## src/rtl/hk_fetch_sequencer_pkg.sv

```systemverilog
// hk_fetch_sequencer_pkg: shared SHA-256 H/K constants and fetch FSM encoding
package hk_fetch_sequencer_pkg;
  localparam logic HSEL = 1'b0;
  localparam logic KSEL = 1'b1;
  localparam int SHA_NUM_H = 8;
  localparam int SHA_NUM_ROUNDS = 64;
  typedef enum logic [2:0] {
    S_IDLE,
    S_WAIT_MEM,
    S_ISSUE,
    S_WAIT_DATA,
    S_HOLD,
    S_FINISH
  } state_t;
endpackage

```

## src/rtl/hk_fetch_sequencer_lat_counter.sv

```systemverilog
// hk_lat_counter: down-counter timing the memory read latency
module hk_lat_counter (
  input  logic       CLK,
  input  logic       RST,
  input  logic       load,
  input  logic [1:0] load_val,
  input  logic       dec,
  output logic       zero
);
  logic [1:0] cnt;
  always_ff @(posedge CLK) begin
    if (RST) cnt <= '0;
    else if (load) cnt <= load_val;
    else if (dec && cnt != 2'd0) cnt <= cnt - 2'd1;
  end
  assign zero = cnt == 2'd0;
endmodule

```

## src/rtl/hk_fetch_sequencer.sv

```systemverilog
// hk_fetch_sequencer: streams the 8 H words then 64 K constants from H/K memory to the round core
module hk_fetch_sequencer
  import hk_fetch_sequencer_pkg::*;
#(
  parameter int NUM_H      = SHA_NUM_H,
  parameter int NUM_ROUNDS = SHA_NUM_ROUNDS,
  parameter int RD_LAT     = 1
) (
  input  logic        CLK,
  input  logic        RST,
  input  logic        START,
  input  logic        ABORT,
  input  logic        MEM_RDY,
  input  logic [31:0] MEM_DR,
  output logic        HK_SELECTOR,
  output logic [2:0]  H_ADDR,
  output logic [5:0]  K_ADDR,
  output logic        OUT_VALID,
  input  logic        OUT_READY,
  output logic [31:0] OUT_DATA,
  output logic        OUT_IS_K,
  output logic [5:0]  OUT_IDX,
  output logic        BUSY,
  output logic        DONE
);
  state_t state, state_nxt;
  logic [6:0] idx;
  logic is_k, lat_zero, accept, last;
  assign accept = state == S_HOLD && OUT_READY && !ABORT;
  assign last = is_k && idx == 7'(NUM_ROUNDS - 1);
  hk_lat_counter u_lat (
    .CLK(CLK),
    .RST(RST),
    .load(state == S_ISSUE),
    .load_val(2'(RD_LAT - 1)),
    .dec(state == S_WAIT_DATA),
    .zero(lat_zero)
  );
  always_ff @(posedge CLK) begin
    if (RST) state <= S_IDLE;
    else state <= state_nxt;
  end
  always_comb begin
    state_nxt = state;
    case (state)
      S_IDLE:      state_nxt = START ? S_WAIT_MEM : S_IDLE;
      S_WAIT_MEM:  state_nxt = MEM_RDY ? S_ISSUE : S_WAIT_MEM;
      S_ISSUE:     state_nxt = S_WAIT_DATA;
      S_WAIT_DATA: state_nxt = lat_zero ? S_HOLD : S_WAIT_DATA;
      S_HOLD:      state_nxt = OUT_READY ? (last ? S_FINISH : S_ISSUE) : S_HOLD;
      S_FINISH:    state_nxt = S_IDLE;
      default:     state_nxt = S_IDLE;
    endcase
    if (ABORT && state != S_IDLE) state_nxt = S_IDLE;
  end
  always_comb begin
    OUT_VALID = state == S_HOLD;
    BUSY = state != S_IDLE;
    DONE = state == S_FINISH;
  end
  assign OUT_IS_K = is_k;
  assign OUT_IDX = idx[5:0];
  // address and selector only move in ISSUE, so they stay put until the word is accepted
  always_ff @(posedge CLK) begin
    if (RST) begin
      idx <= '0;
      is_k <= 1'b0;
      HK_SELECTOR <= HSEL;
      H_ADDR <= '0;
      K_ADDR <= '0;
      OUT_DATA <= '0;
    end else begin
      if (state == S_IDLE && START) begin
        idx <= '0;
        is_k <= 1'b0;
      end
      if (state == S_ISSUE) begin
        HK_SELECTOR <= is_k ? KSEL : HSEL;
        if (is_k) K_ADDR <= idx[5:0];
        else H_ADDR <= idx[2:0];
      end
      if (state == S_WAIT_DATA && lat_zero) OUT_DATA <= MEM_DR;
      if (accept) begin
        is_k <= is_k || idx == 7'(NUM_H - 1);
        idx <= !is_k && idx == 7'(NUM_H - 1) ? 7'd0 : idx + 7'd1;
      end
    end
  end
endmodule

```

## config.mk

```make
export PLATFORM = sky130hd
export DESIGN_NAME = hk_fetch_sequencer
export DESIGN_NICKNAME = d
export VERILOG_FILES = /design/src/rtl/hk_fetch_sequencer_pkg.sv /design/src/rtl/hk_fetch_sequencer_lat_counter.sv /design/src/rtl/hk_fetch_sequencer.sv
export SDC_FILE = /design/constraint.sdc
export NUM_CORES = 1
export LEC_CHECK = 0
export CELL_PAD_IN_SITES_DETAIL_PLACEMENT = 0
export CELL_PAD_IN_SITES_GLOBAL_PLACEMENT = 1
export CORE_ASPECT_RATIO = 1.2
export CORE_MARGIN = 4
export CORE_UTILIZATION = 31
export DETAILED_ROUTE_END_ITERATION = 8
export PLACE_DENSITY = 0.86
export SETUP_SLACK_MARGIN = 0.3
export SYNTH_ARGS = -nofsm -noshare
export SYNTH_HDL_FRONTEND = slang
export SYNTH_SLANG_ARGS = --single-unit
```

## constraint.sdc

```tcl
create_clock -name CLK -period 2.3 [get_ports CLK]
set_clock_uncertainty 0.2 [all_clocks]
set_input_delay 0.46 -clock CLK [delete_from_list [all_inputs] [get_ports CLK]]
set_output_delay 0.46 -clock CLK [all_outputs]
set_load 0.01 [all_outputs]
```

==> flow_metrics.env, run 1 <==
export IMPL_outcome="completed"
export IMPL_drc=0
export IMPL_grt_overflow_total=0
export IMPL_timing_final_crit_period_ns=1.94
export IMPL_nFillCells=675
export IMPL_drive_gt1_frac=0.106
export IMPL_power_uw=1830
export IMPL_multi_input_area_mm2=0.00105
export IMPL_critPathMaxFanout=8
export IMPL_antenna_found_initial=0
export IMPL_cts_tree="done"
export IMPL_postCtsSetupRepairBufs=0
export IMPL_crit_buf_inv=1
export IMPL_worstPathRequired_ns=1.64
export IMPL_power_density_mw_per_mm2=542
export IMPL_synth_nets=316
export IMPL_yosysWarnings=0
export IMPL_worstHoldPathType="register to register"
export IMPL_grt_pass1_vias=2069
export IMPL_swShare=0.222
export IMPL_tns_ns=0
export IMPL_drt_pass1_iter_count=4
export IMPL_grt_usage=0.137
export IMPL_core_area_mm2=0.00698
export IMPL_path_cells="clkdlybuf4s50_1"
export IMPL_p_leak_uw=0.00117
export IMPL_start_util=0.326
export IMPL_postRouteWirelength_um=5990
export IMPL_finalNetCount=399
export IMPL_die_area_mm2=0.00877
export IMPL_ys_ff_latch=55
export IMPL_cts_buffers=5
export IMPL_cts_root_buffer="clkbuf_8"
export IMPL_internal_power_uw=1420
export IMPL_die_x_um=86.2
export IMPL_clock_latency_ns=0.31
export IMPL_syn_area_mm2=0.00227
export IMPL_gp_congestion=0.736
export IMPL_antenna_left=0
export IMPL_yosysUniqueCellTypes=35
export IMPL_area_growth_pct=48.3
export IMPL_finalHoldViolCount=0
export IMPL_max_stage_delay_ns=0.56
export IMPL_crit_family="buffers and inverters"
export IMPL_clkTransAtPathRegs_ns=0.10
export IMPL_p_seq_frac=0.534
export IMPL_htree_num_levels=2
export IMPL_seq_area_mm2=0.00112
export IMPL_fmax_mhz=515
export IMPL_hpwlAfterDp_um=4360
export IMPL_cp_slowest_cell="clkdlybuf4s50_1"
export IMPL_cts_hold_buf=0
export IMPL_via_count=2132
export IMPL_std_cell_rows=33
export IMPL_port_buffers=89
export IMPL_drtIter0Drc=39
export IMPL_wl_per_cell_um=13.4
export IMPL_cp_start_kind="register"
export IMPL_ios=90
export IMPL_finalCritPeriodShare=0.845
export IMPL_end_kind="output pin"
export IMPL_cap_violations=0
export IMPL_ir_drop_v=0.000332
export IMPL_tightest_slew_ns=0.409
export IMPL_pwr_share_comb=0.097
export IMPL_cp_arrival_ns=1.28
export IMPL_grt_pass1_wl_um=9740
export IMPL_worstSetupPathType="register to output pin"
export IMPL_layout_common_cells="84 x clkdlybuf4s50_1, 74 x nand2_1, 46 x dfxtp_1"
export IMPL_rsz0062_at_grt="false"
export IMPL_layout_commonest_cell="clkdlybuf4s50_1"
export IMPL_ys_seq_area_frac=0.485
export IMPL_ctsLongestPathBuffers=2
export IMPL_grt_start_max_net_pins=23
export IMPL_preCtsSetupSlack_ns=0.292
export IMPL_antenna_cells=0
export IMPL_clock_power_share=0.369
export IMPL_slew_viol_final=0
export IMPL_maxSlewHeadroom=0.720
export IMPL_vias_per_cell=4.77
export IMPL_setup_viol=0
export IMPL_syn_area_per_cell_um2=8.23
export IMPL_p_sw_uw=407
export IMPL_finalWorstSetupSlack_ns=0.357
export IMPL_synthCells=276
export IMPL_numClockSinks=55
export IMPL_fp_dieH_um=102
## power by group through the flow
stage	combinational (uW)	sequential (uW)	clock [uW]
floorplan	75.3	996	0
global placement	180	999	0
detailed placement	181	1000	0
CTS	179	979	703
global route	193	980	741
finish	177	976	675
## per-stage QoR
stage / hold slack, ns / area (um2) / util / instances
after detailed placement: 0.247 / 3220 / 0.462 / 439
after CTS: 0.262 / 3360 / 0.482 / 447
final: 0.259 / 3370 / 0.483 / 447
after global routing: 0.285 / 3370 / 0.483 / 447
after global placement: 0.241 / 3220 / 0.462 / 439
after floorplan: 0.256 / 2270 / - / 276
## path summary, 6_finish.rpt
kind | startpoint | endpoint | slack [ns] | depth (start not counted)
min reg2reg | OUT_DATA[27] | OUT_DATA[27] | 0.26 | 2
min | OUT_DATA[27] | OUT_DATA[27] | 0.26 | 2
max reg2reg | idx[0] | state[1] | 0.40 | 5
max | idx[4] | OUT_IDX[4] | 0.36 | 1
## synth_stat cells (all sizes together)
library cell	count	area [um2]
buf	11	70.1
and3b	2	17.5
clkbuf	11	42.5
dfxtp	55	1100
o211a	1	10.0
a21o	4	30.0
nand3	5	25.0
a21oi	41	205
nand2b	2	12.5
inv	5	18.8
or4b	1	10.0
a32oi	1	8.76
nor4b	2	17.5
or4	1	11.3
ha	2	25.0
nor2b	3	18.8
nor2	16	60.1
maj3	1	10.0
nand3b	3	22.5
nand2	74	278
or2	3	18.8
nor3b	2	20.0
a211oi	2	15.0
nor3	2	15.0
a211o	1	8.76
mux2i	9	90.1
mux2	1	11.3
or3	6	37.5
o21ai	4	20.0
o21a	2	15.0
a2111oi	3	26.3
## layer usage
layer | part of all wire | wire length, um | vias to the layer above | global-route usage
li1 | - | - | 1080 | -
met1 | 0.44 | 2600 | 985 | 0.165
met2 | 0.49 | 2940 | 60 | 0.238
met3 | 0.059 | 354 | 7 | 0.0334
met4 | 0.014 | 85 | 0 | 0.0487
met5 | 0 | 0 | - | 0
## sequential cells by signal, indices dropped and copies added, names as in the netlist
register / cells
OUT_DATA: 32
idx: 7
K_ADDR: 6
H_ADDR: 3
state: 3
u_lat.cnt: 2
HK_SELECTOR: 1
OUT_IS_K: 1
## area by class of cell
class | instances | share of cell area
sequential | 55 | 0.333
multi-input combinational | 194 | 0.313
timing repair buffer | 98 | 0.280
tap | 87 | 0.0323
clock buffer | 6 | 0.0245
clock inverter | 2 | 0.0115
inverter | 5 | 0.00557
## cell families after synthesis
group | after synthesis | share of synthesized area
buffers and inverters | 27 | 0.0578
AND/OR/NAND/NOR | 122 | 0.248
adder cells (fa/ha/maj) | 3 | 0.0154
multiplexers | 10 | 0.0446
AO/OA/AOI/OAI | 59 | 0.149
flip-flops | 55 | 0.485
## what timing repair did
item                                   CTS  global route
setup endpoints to repair               10             5
pin swaps                                0             0
resized for setup                       16             6
gates cloned                             0             0
endpoints found under the hold margin    0             0
(Power assumes the default switching activity.)
==> run 2: changes to the inputs <==
- clock period: 2.3 -> 1.9 ns (I/O delays scaled with it)
==> flow_metrics.env, run 2 (synthesis results as in run 1) <==
export IMPL_slew_viol_final=0
export IMPL_top_regs="OUT_DATA x32, idx x7, K_ADDR x6"
export IMPL_antenna_found_initial=0
export IMPL_layout_common_cells="72 x nand2_1, 44 x dfxtp_1, 44 x dlygate4sd2_1"
export IMPL_clock_power_share=0.386
export IMPL_maxSlewHeadroom=0.731
export IMPL_largest_register_ffs=32
export IMPL_start_util=0.326
export IMPL_layout_commonest_cell="nand2_1"
export IMPL_cts_tree="done"
export IMPL_fp_dieH_um=102
export IMPL_post_route_cell_area_mm2=0.00378
export IMPL_numClockSinks=55
export IMPL_gp_congestion=0.823
export IMPL_finalCritPeriodShare=0.937
export IMPL_drt_pass1_iter_count=4
export IMPL_area_growth_pct=66.4
export IMPL_finalHoldViolCount=0
export IMPL_ios=90
export IMPL_tns_ns=0
export IMPL_postRouteWirelength_um=6700
export IMPL_timing_final_crit_period_ns=1.78
export IMPL_pwr_share_comb=0.117
export IMPL_worstHoldPathType="register to register"
export IMPL_p_seq_frac=0.497
export IMPL_setup_viol=0
export IMPL_top_register="OUT_DATA"
export IMPL_placed_cell_area_mm2=0.00331
export IMPL_grt_usage=0.146
export IMPL_die_x_um=86.2
export IMPL_hpwlAfterDp_um=4410
export IMPL_htree_num_levels=2
export IMPL_drc=0
export IMPL_via_count=2269
export IMPL_cts_hold_buf=0
export IMPL_cap_violations=0
export IMPL_grt_overflow_total=0
export IMPL_cp_start_kind="register"
export IMPL_critPathMaxFanout=6
export IMPL_cp_arrival_ns=1.82
export IMPL_dp_cells=444
export IMPL_internal_power_uw=1840
export IMPL_fin_cells=472
export IMPL_ctsLongestPathBuffers=2
export IMPL_worstSetupPathType="register to register"
export IMPL_grt_pass1_vias=2189
export IMPL_outcome="completed"
export IMPL_p_leak_uw=0.00159
export IMPL_worstPathRequired_ns=1.94
export IMPL_std_cell_rows=33
export IMPL_rsz0062_at_grt="true"
export IMPL_wl_per_cell_um=14.2
export IMPL_grt_pass1_wl_um=10200
export IMPL_antenna_left=0
export IMPL_power_density_mw_per_mm2=623
export IMPL_die_area_mm2=0.00877
export IMPL_clkTransAtPathRegs_ns=0.10
export IMPL_end_kind="register"
export IMPL_ir_drop_v=0.000304
export IMPL_port_buffers=89
export IMPL_cts_root_buffer="clkbuf_8"
export IMPL_fmax_mhz=561
export IMPL_drtIter0Drc=45
export IMPL_vias_per_cell=4.81
export IMPL_core_area_mm2=0.00698
export IMPL_clock_latency_ns=0.31
export IMPL_finalNetCount=424
export IMPL_cts_buffers=5
export IMPL_fin_util=0.542
export IMPL_drive_gt1_frac=0.244
export IMPL_swShare=0.217
export IMPL_antenna_cells=0
export IMPL_grt_start_max_net_pins=33
export IMPL_p_sw_uw=512
export IMPL_tightest_slew_ns=0.402
-- run 2: changes by cell type in the layout (fill, tap and decap cells not counted), moves of 5 or more --
cell,change
clkdlybuf4s50_1,-48
buf_6,+13
buf_4,+9
dlygate4sd2_1,+41
dfxtp_4,+5
-- run 2: final timing paths --
check | startpoint | to | slack [ns] | cells past startpoint
max | state[0] | OUT_IS_K | 0.12 | 5
max reg2reg | state[0] | OUT_IS_K | 0.12 | 5
min reg2reg | OUT_DATA[15] | OUT_DATA[15] | 0.26 | 2
min | OUT_DATA[15] | OUT_DATA[15] | 0.26 | 2
-- run 2: worst max-delay path, cell delays in order, from the launching register on --
cell and delay (ns):
dfxtp_4 0.38, nor3b_4 0.21, buf_6 0.12, nand3b_1 0.23, or3_1 0.41, a21oi_2 0.16
-- run 2: area by class of cell --
cell class              instances  area (um2)
multi-input cells             194        1230
clock inverters                 2        60.1
clock buffers                   6        72.6
fillers                       675        3200
inverters                       5        18.8
well taps                      87         109
repair buffers                123        1150
flip-flops and latches         55        1140
-- run 2: metrics by stage --
| step | worst slack [ns] | power (uW) | hold slack [ns] |
|---|---|---|---|
| CTS | 0.115 | 2370 | 0.243 |
| detailed placement | -0.0171 | 1440 | 0.247 |
| global route | 0.0348 | 2460 | 0.277 |
| floorplan | 0.215 | 1300 | 0.250 |
| global placement | 0.0267 | 1440 | 0.242 |
| finish | 0.119 | 2360 | 0.257 |
-- run 2: power groups by stage --
stage               Sequential [uW]  Combinational [uW]  Clock, uW
finish                         1170                 277        910
floorplan                      1200                92.8          0
global placement               1200                 233          0
detailed placement             1210                 234          0
CTS                            1170                 254        940
global route                   1170                 299        991
-- run 2: what timing repair did --
item | 4_1_cts | 5_1_grt
setup buffers | 13 | 5
cloned | 0 | 2
resized for setup | 98 | 40
setup endpoints to repair | 105 | 61
pin swaps | 15 | 6
-- run 2: per-layer routing --
metal / track usage / vias to the layer above / share of wire
met5: 0 / - / 0
met4: 0.0646 / 0 / 0.024
met3: 0.0358 / 13 / 0.060
li1: - / 1140 / -
met2: 0.255 / 68 / 0.50
met1: 0.168 / 1048 / 0.41
==> run 3: changes to the inputs <==
- RECOVER_POWER: default -> 100
==> flow_metrics.env, run 3 (synthesis results as in run 1) <==
export IMPL_clock_power_share=0.387
export IMPL_worstPathRequired_ns=1.91
export IMPL_swShare=0.217
export IMPL_tightest_slew_ns=0.401
export IMPL_internal_power_uw=1850
export IMPL_finalWorstSetupSlack_ns=0.106
export IMPL_layout_commonest_cell="nand2_1"
export IMPL_port_buffers=89
export IMPL_finalCritPeriodShare=0.944
export IMPL_grt_start_max_net_pins=33
export IMPL_preCtsSetupSlack_ns=-0.0171
export IMPL_setup_viol=0
export IMPL_fmax_mhz=557
export IMPL_antenna_left=0
export IMPL_largest_register_ffs=32
export IMPL_grt_pass1_wl_um=10200
export IMPL_hold_slack_ns=0.249
export IMPL_post_route_cell_area_mm2=0.00371
export IMPL_htree_num_levels=2
export IMPL_cp_arrival_ns=1.80
export IMPL_wl_met2_um=3350
export IMPL_path_cells="or4_4 -> or3_1 -> a32oi_1 -> nor2_1"
export IMPL_grt_pass1_vias=2189
export IMPL_antenna_cells=0
export IMPL_maxSlewHeadroom=0.732
export IMPL_highest_layer="met4"
export IMPL_cts_tree="done"
export IMPL_end_kind="register"
export IMPL_numClockSinks=55
export IMPL_p_sw_uw=512
export IMPL_clkTransAtPathRegs_ns=0.10
export IMPL_timing_final_crit_period_ns=1.79
export IMPL_hpwlAfterDp_um=4410
export IMPL_ios=90
export IMPL_antenna_found_initial=0
export IMPL_cts_hold_buf=0
export IMPL_drt_pass1_iter_count=5
export IMPL_drive_gt1_frac=0.208
export IMPL_drtIter0Drc=51
export IMPL_critPathMaxFanout=7
export IMPL_vias_per_cell=4.80
export IMPL_via_count=2264
export IMPL_m1WireLength_um=2750
export IMPL_p_leak_uw=0.00155
export IMPL_die_x_um=86.2
export IMPL_wl_met3_um=428
export IMPL_top_register="OUT_DATA"
export IMPL_rsz0062_at_grt="true"
export IMPL_cts_root_buffer="clkbuf_8"
export IMPL_fin_util=0.531
export IMPL_pwr_share_comb=0.114
export IMPL_max_stage_delay_ns=0.53
export IMPL_ctsLongestPathBuffers=2
export IMPL_cp_slowest_cell="or4_4"
export IMPL_layout_common_cells="72 x nand2_1, 49 x dfxtp_1, 44 x dlygate4sd2_1"
export IMPL_core_area_mm2=0.00698
export IMPL_dp_cells=444
export IMPL_postRouteWirelength_um=6690
export IMPL_cp_start_kind="register"
export IMPL_finalNetCount=424
export IMPL_area_growth_pct=63.2
export IMPL_wl_per_cell_um=14.2
export IMPL_worstSetupPathType="register to register"
export IMPL_power_density_mw_per_mm2=636
export IMPL_placed_cell_area_mm2=0.00331
export IMPL_p_seq_frac=0.499
export IMPL_worstHoldPathType="input port to register"
export IMPL_cap_violations=0
export IMPL_ir_drop_v=0.000305
export IMPL_start_util=0.326
export IMPL_drc=0
export IMPL_finalHoldViolCount=0
export IMPL_cts_buffers=5
export IMPL_top_regs="OUT_DATA x32, idx x7, K_ADDR x6"
export IMPL_grt_overflow_total=0
export IMPL_gp_congestion=0.823
export IMPL_outcome="completed"
export IMPL_fin_cells=472
export IMPL_std_cell_rows=33
export IMPL_grt_usage=0.146
export IMPL_clock_latency_ns=0.31
export IMPL_slew_viol_final=0
export IMPL_fp_dieH_um=102
export IMPL_die_area_mm2=0.00877
-- run 3: worst max-delay path, delay by kind of cell (launching register included) --
family	cells	cell delay, ns
flops	1	0.38
compound gates	1	0.19
simple gates	3	0.92
-- run 3: power groups by stage --
stage,Sequential (uW),Clock [uW],Combinational (uW)
2_1_floorplan,1200,0,92.8
3_3_place_gp,1200,0,233
3_5_place_dp,1210,0,234
4_1_cts,1170,940,254
5_1_grt,1180,992,292
6_report,1180,912,270
-- run 3: final timing paths --
| check | start | endpoint | slack [ns] | cells after the start |
|---|---|---|---|---|
| worst min register to register | OUT_DATA[28] | OUT_DATA[28] | 0.26 | 2 |
| worst max-delay path | idx[5] | idx[1] | 0.11 | 4 |
| worst max register to register | idx[5] | idx[1] | 0.11 | 4 |
| worst min-delay path | RST | K_ADDR[5] | 0.25 | 2 |
-- run 3: final cells by class --
cell class,count,area (um2)
Inverter,5,18.8
Clock buffer,6,72.6
Sequential cell,55,1120
Tap cell,87,109
Fill cell,692,3270
Multi-Input combinational cell,194,1200
Timing Repair Buffer,123,1130
Clock inverter,2,60.1
-- run 3: routing by layer --
layer,up-vias,track usage
met2,73,0.255
met3,15,0.0358
met1,1037,0.168
li1,1139,-
met4,0,0.0646
met5,-,0
-- run 3: timing repair --
item | CTS | global route
buffers inserted | 13 | 5
gates cloned | 0 | 2
endpoints found under the setup margin | 105 | 61
gates resized for setup | 98 | 40
pin swaps | 15 | 6
-- run 3: metrics by stage --
stage / setup TNS, ns / power (uW)
finish: 0 / 2360
global route: -0.00572 / 2460
CTS: 0 / 2370
detailed placement: -0.0373 / 1440
global placement: 0 / 1440
floorplan: 0 / 1300
